===== src/rtl/ccr_unit.sv =====
// ccr_unit: condition-code register for a simple pipelined core.
//
// Keeps the architectural flags {V,C,N,Z}. They are loaded from the ALU on
// flag-writing functions and set/cleared by SETC/CLRC. A taken conditional
// jump clears the flag it tested. The flags are saved to a shadow register on
// interrupt entry and restored on return from interrupt (one level, no
// nesting).
//
// Ports
//   clk        in   clock; all state changes on the rising edge
//   rst_n      in   synchronous active-low reset
//   ex_valid   in   execute stage holds a valid instruction
//   alu_func   in   ALU function code of the execute-stage instruction
//   alu_flags  in   ALU outFlags: bit0 Z, bit1 N, bit2 C, bit3 V (15:4 ignored)
//   stall      in   pipeline frozen: blocks ALU, SETC/CLRC and jump-clear paths
//   setc/clrc  in   set / clear C (clrc wins if both are high)
//   jmp_cond   in   00 always, 01 JZ, 10 JN, 11 JC
//   jmp_eval   in   a jump is resolved this cycle
//   int_req    in   interrupt entry pulse
//   rti        in   return-from-interrupt pulse
//   flags_out  out  current CCR {V,C,N,Z}
//   jmp_taken  out  combinational jump outcome from the registered CCR
//   int_ack    out  one-cycle registered pulse when the flags are saved
//   in_isr     out  high while the shadow holds saved flags
module ccr_unit #(
  // Must be between 4 and 15: bits 0..3 are Z, N, C, V.
  parameter int unsigned FLAG_W = 4
) (
  input  logic              clk,
  input  logic              rst_n,
  input  logic              ex_valid,
  input  logic [3:0]        alu_func,
  input  logic [15:0]       alu_flags,
  input  logic              stall,
  input  logic              setc,
  input  logic              clrc,
  input  logic [1:0]        jmp_cond,
  input  logic              jmp_eval,
  input  logic              int_req,
  input  logic              rti,
  output logic [FLAG_W-1:0] flags_out,
  output logic              jmp_taken,
  output logic              int_ack,
  output logic              in_isr
);

  localparam int unsigned BitZ = 0;
  localparam int unsigned BitN = 1;
  localparam int unsigned BitC = 2;

  typedef enum logic [0:0] {StIdle, StSaved} state_e;

  state_e            state_q;
  logic [FLAG_W-1:0] ccr_q, ccr_d;
  logic [FLAG_W-1:0] shadow_q;
  logic              int_ack_q;
  logic              is_flag_wr;
  logic              cond_flag;

  // Upper ALU flag bits are architecturally meaningless here.
  logic unused_alu_flags;
  assign unused_alu_flags = ^alu_flags[15:FLAG_W];

  always_comb begin
    is_flag_wr = 1'b0;
    case (alu_func)
      4'b1000, 4'b1001, 4'b1010, 4'b1011,
      4'b1100, 4'b1101, 4'b0110, 4'b0111: is_flag_wr = 1'b1;
      default:                            is_flag_wr = 1'b0;
    endcase
  end

  // Jumps see only the registered CCR; there is no forwarding from the ALU.
  always_comb begin
    cond_flag = 1'b1;
    case (jmp_cond)
      2'b00:   cond_flag = 1'b1;
      2'b01:   cond_flag = ccr_q[BitZ];
      2'b10:   cond_flag = ccr_q[BitN];
      default: cond_flag = ccr_q[BitC];
    endcase
  end

  assign jmp_taken = jmp_eval & cond_flag;

  // Sources are applied lowest priority first so each higher-priority source
  // overwrites only the bits it owns.
  always_comb begin
    ccr_d = ccr_q;
    if (!stall && jmp_taken) begin
      case (jmp_cond)
        2'b01:   ccr_d[BitZ] = 1'b0;
        2'b10:   ccr_d[BitN] = 1'b0;
        2'b11:   ccr_d[BitC] = 1'b0;
        default: ;
      endcase
    end
    if (!stall && (setc || clrc)) begin
      ccr_d[BitC] = ~clrc;
    end
    if (!stall && ex_valid && is_flag_wr) begin
      ccr_d = alu_flags[FLAG_W-1:0];
    end
    if (state_q == StSaved && rti) begin
      ccr_d = shadow_q;
    end
  end

  always_ff @(posedge clk) begin
    if (!rst_n) begin
      state_q   <= StIdle;
      ccr_q     <= '0;
      shadow_q  <= '0;
      int_ack_q <= 1'b0;
    end else begin
      ccr_q     <= ccr_d;
      int_ack_q <= 1'b0;
      case (state_q)
        StIdle: begin
          // Save the pre-update CCR; a same-cycle ALU write still reaches ccr_q.
          if (int_req) begin
            shadow_q  <= ccr_q;
            int_ack_q <= 1'b1;
            state_q   <= StSaved;
          end
        end
        default: begin
          if (rti) begin
            state_q <= StIdle;
          end
        end
      endcase
    end
  end

  assign flags_out = ccr_q;
  assign int_ack   = int_ack_q;
  assign in_isr    = (state_q == StSaved);

endmodule


===== config.mk =====
export PLATFORM = sky130hd
export DESIGN_NAME = ccr_unit
export DESIGN_NICKNAME = d
export VERILOG_FILES = /design/src/rtl/ccr_unit.sv
export SDC_FILE = /design/constraint.sdc
export NUM_CORES = 1
export LEC_CHECK = 0
export CAP_MARGIN = 10
export CORE_MARGIN = 2
export CORE_UTILIZATION = 32
export CTS_CLUSTER_SIZE = 24
export DETAILED_ROUTE_END_ITERATION = 16
export GPL_ROUTABILITY_DRIVEN = 0
export PLACE_DENSITY = 0.75
export SLEW_MARGIN = 20
export SYNTH_ARGS = -nofsm -noshare
export SYNTH_HDL_FRONTEND = slang
export SYNTH_SLANG_ARGS = --single-unit

===== constraint.sdc =====
create_clock -name clk -period 1.3 [get_ports clk]
set_input_delay 0.26 -clock clk [delete_from_list [all_inputs] [get_ports clk]]
set_output_delay 0.26 -clock clk [all_outputs]
set_load 0.02 [all_outputs]

==> results of run 1 <==
[path summary, 6_finish.rpt]
path,startpoint,endpoint,slack [ps],cells past startpoint
worst min register to register,in_isr,in_isr,490,2
worst max register to register,in_isr,shadow_q[2],250,3
worst min-delay path,jmp_cond[1],flags_out[2],440,4
worst max-delay path,flags_out[1],jmp_taken,70,3
[worst register-to-register path: stages (launching register included)]
cell      delay [ps]
dfxtp_1          350
nand2b_1         300
mux2i_1          230
nor2_1            50
[flip-flops by register name (all words and copies together), names as in the netlist]
signal,flops
flags_out,4
shadow_q,4
int_ack,1
in_isr,1
[logic make-up after synthesis]
group	Yosys count	share of synthesized area [%]
and+or+nand+nor	15	16.58
DFF	10	40.20
buffers and inverters	4	3.265
AOI/OAI and AO/OA	17	23.87
muxes	8	16.08
[per-layer routing]
metal / up-vias / track usage [%]
met5: - / 0
met4: 0 / 3.636
met3: 0 / 6.250
met2: 13 / 26.27
met1: 226 / 17.27
li1: 262 / -
[per-stage QoR]
step / util (%) / cells / TNS [ps] / hold slack (ps)
after floorplan: - / 54 / 0 / 397.8
final: 55.46 / 104 / 0 / 439.6
after CTS: 56.22 / 104 / 0 / 498.2
after global placement: 54.12 / 100 / -1722 / 472.5
after detailed placement: 54.12 / 100 / -1897 / 489.2
after global routing: 55.46 / 104 / 0 / 451.6
[cell usage in the layout, fill, tap and decap left out, drive strengths merged, types with 2 or more instances in the layout]
cell type and count:
nor2 7, dfxtp 10, mux2i 8, a21boi 2, buf 8, clkdlybuf4s50 10, clkbuf 9, inv 3
dlygate4sd2 6, o21ai 5, dlymetal6s2s 2, nand2b 4, a21oi 5
[power by group]
part / total (mW) / leakage [nW] / switching [mW] / internal, mW
registers: 0.334 / 0.0826 / 0.00888 / 0.325
logic: 0.192 / 0.303 / 0.0873 / 0.104
clock network: 0.282 / 0.0210 / 0.112 / 0.170
total: 0.808 / 0.407 / 0.208 / 0.600
[final cells by class]
class	instances	share of cell area (%)
clock buffer	4	4.394
sequential	10	24.55
inverter	3	1.364
multi-input combinational	40	35.45
tap	16	2.424
timing repair buffer	31	31.82
[repair_timing]
item / in CTS / in global routing
gates resized for setup: 20 / 12
hold buffers: 0 / 0
pin swaps: 2 / 2
endpoints found under the setup margin: 10 / 6
==> summary.txt, run 1 <==
Status: finished clean
Met2 wire length: 688 µm
Maximum vdd ir drop: 0.4657 mV
Max-slew violation count: 0
Post-DR vias/cell: 4.817
Synthesized Nets: 85
Asr flop ratio synth: 0%
Worst-skew pair later-pin latency: 270 ps
Power after layout: 807.8 µW
Setup Viol. Count Final: 0
PD cells: 978.2 nW/µm²
Worst slew pin tran: 318.7 ps
CP Class: reg -> out
Synth Warn #: 0
Cell with the largest stage delay on the worst path: dfxtp_1
Core Region: 1489 µm²
First-pass GRT wire length: 2097 µm
CP startpoint kind: register
Largest net degree at the start of global routing: 9
Post-DP Area: 805.8 µm²
Syn Area/Cell: 9.222 µm²
ANT nets after route: 0
Die width: 43.45 µm
RSZ-0062 raised after global routing: false
Sequential share of the synthesized area: 40.20%
CTS root buffer: clkbuf_4
Relative slew slack: 78.75%
Count leader, synth: dfxtp_1
Crit path cell chain: mux2i_1, a21oi_1, buf_4
CTS tree: built
Critical-path maximum fanout: 2
Area of the multi-input gates: 292.8 µm²
Top layer reached by signal wires: met3
Period minus WS final: 1230 ps
Vias: 501
Initial DRC count: 2
Met3 wire len: 64 µm
Htree depth: 1
I/O pin total: 38
Initial antenna violation count: 0
Fmax achieved: 812.7 MHz
Post-Syn Area: 498.0 µm²
Row Count: 14
Residual DRC: 0
Initial core utilization: 33.45%
Layout cells sized above 1: 26.14%
# fillers: 129
Hpwl dp: 1012 µm
Buf/Inv on CP: 1
Antenna cells: 0
Die Ht: 43.45 µm
Critical path arrival: 970 ps
Drt pass-1 iters: 2
Setup Fix Bufs, Post-CTS: 0
CTS buffer count: 3
CTS clock-pin slew for the worst setup and hold paths: 70 ps
# nets final: 120
DR WL/cell: 12.38 µm
CTS Sinks: 10
Max-cap check violation count: 0
Final period util: 94.65%
Final Hold Vio Count: 0
Ys flop type: dfxtp_1
Worst Path Required: 1040 ps
Leak Pwr: 0.4067 nW
Port Buffers: 24
Crit-path max cell delay: 340 ps
Register Area: 202.7 µm²
Vias in the first global route: 510
Routed WL: 1287 µm
Synth area leaders: dfxtp_1, mux2i_1, nor2_1
All-Layer GR Usage: 15.13%
GRT Residual Overflow: 0
Worst min path class: in -> reg
Worst setup EP type: primary output
Final worst slack: 69.59 ps
Clock Skews: 1.219 ps
Area grow syn2layout: 65.83%
Cell taking the most area after synthesis: dfxtp_1
Die Footprint: 1888 µm²
Post-synth cell types: 20
Clock buffer depth: 2
Final Cell Area: 825.8 µm²
EDFF count, synth: 0
Top cells by count, synth: dfxtp_1, mux2i_1, nor2_1
Top cell family by delay on the critical path: flip-flops
Top-area cell type share of the netlist area: 40.20%
Met1 Routed Length: 534 µm
Synthesized flop and latch total: 10
Post-Syn Instances: 54
Pre-CTS WS: -684.5 ps
No activity file was read; power rests on OpenSTA's default activity.
==> run 2: changes to the inputs <==
--- a/config.mk
+++ b/config.mk
@@ -16,3 +16,4 @@
 export SYNTH_ARGS = -nofsm -noshare
 export SYNTH_HDL_FRONTEND = slang
 export SYNTH_SLANG_ARGS = --single-unit
+export TNS_END_PERCENT = 100
==> results of run 2 <==
Final layout, timing and power as in run 1 (identical DEF).
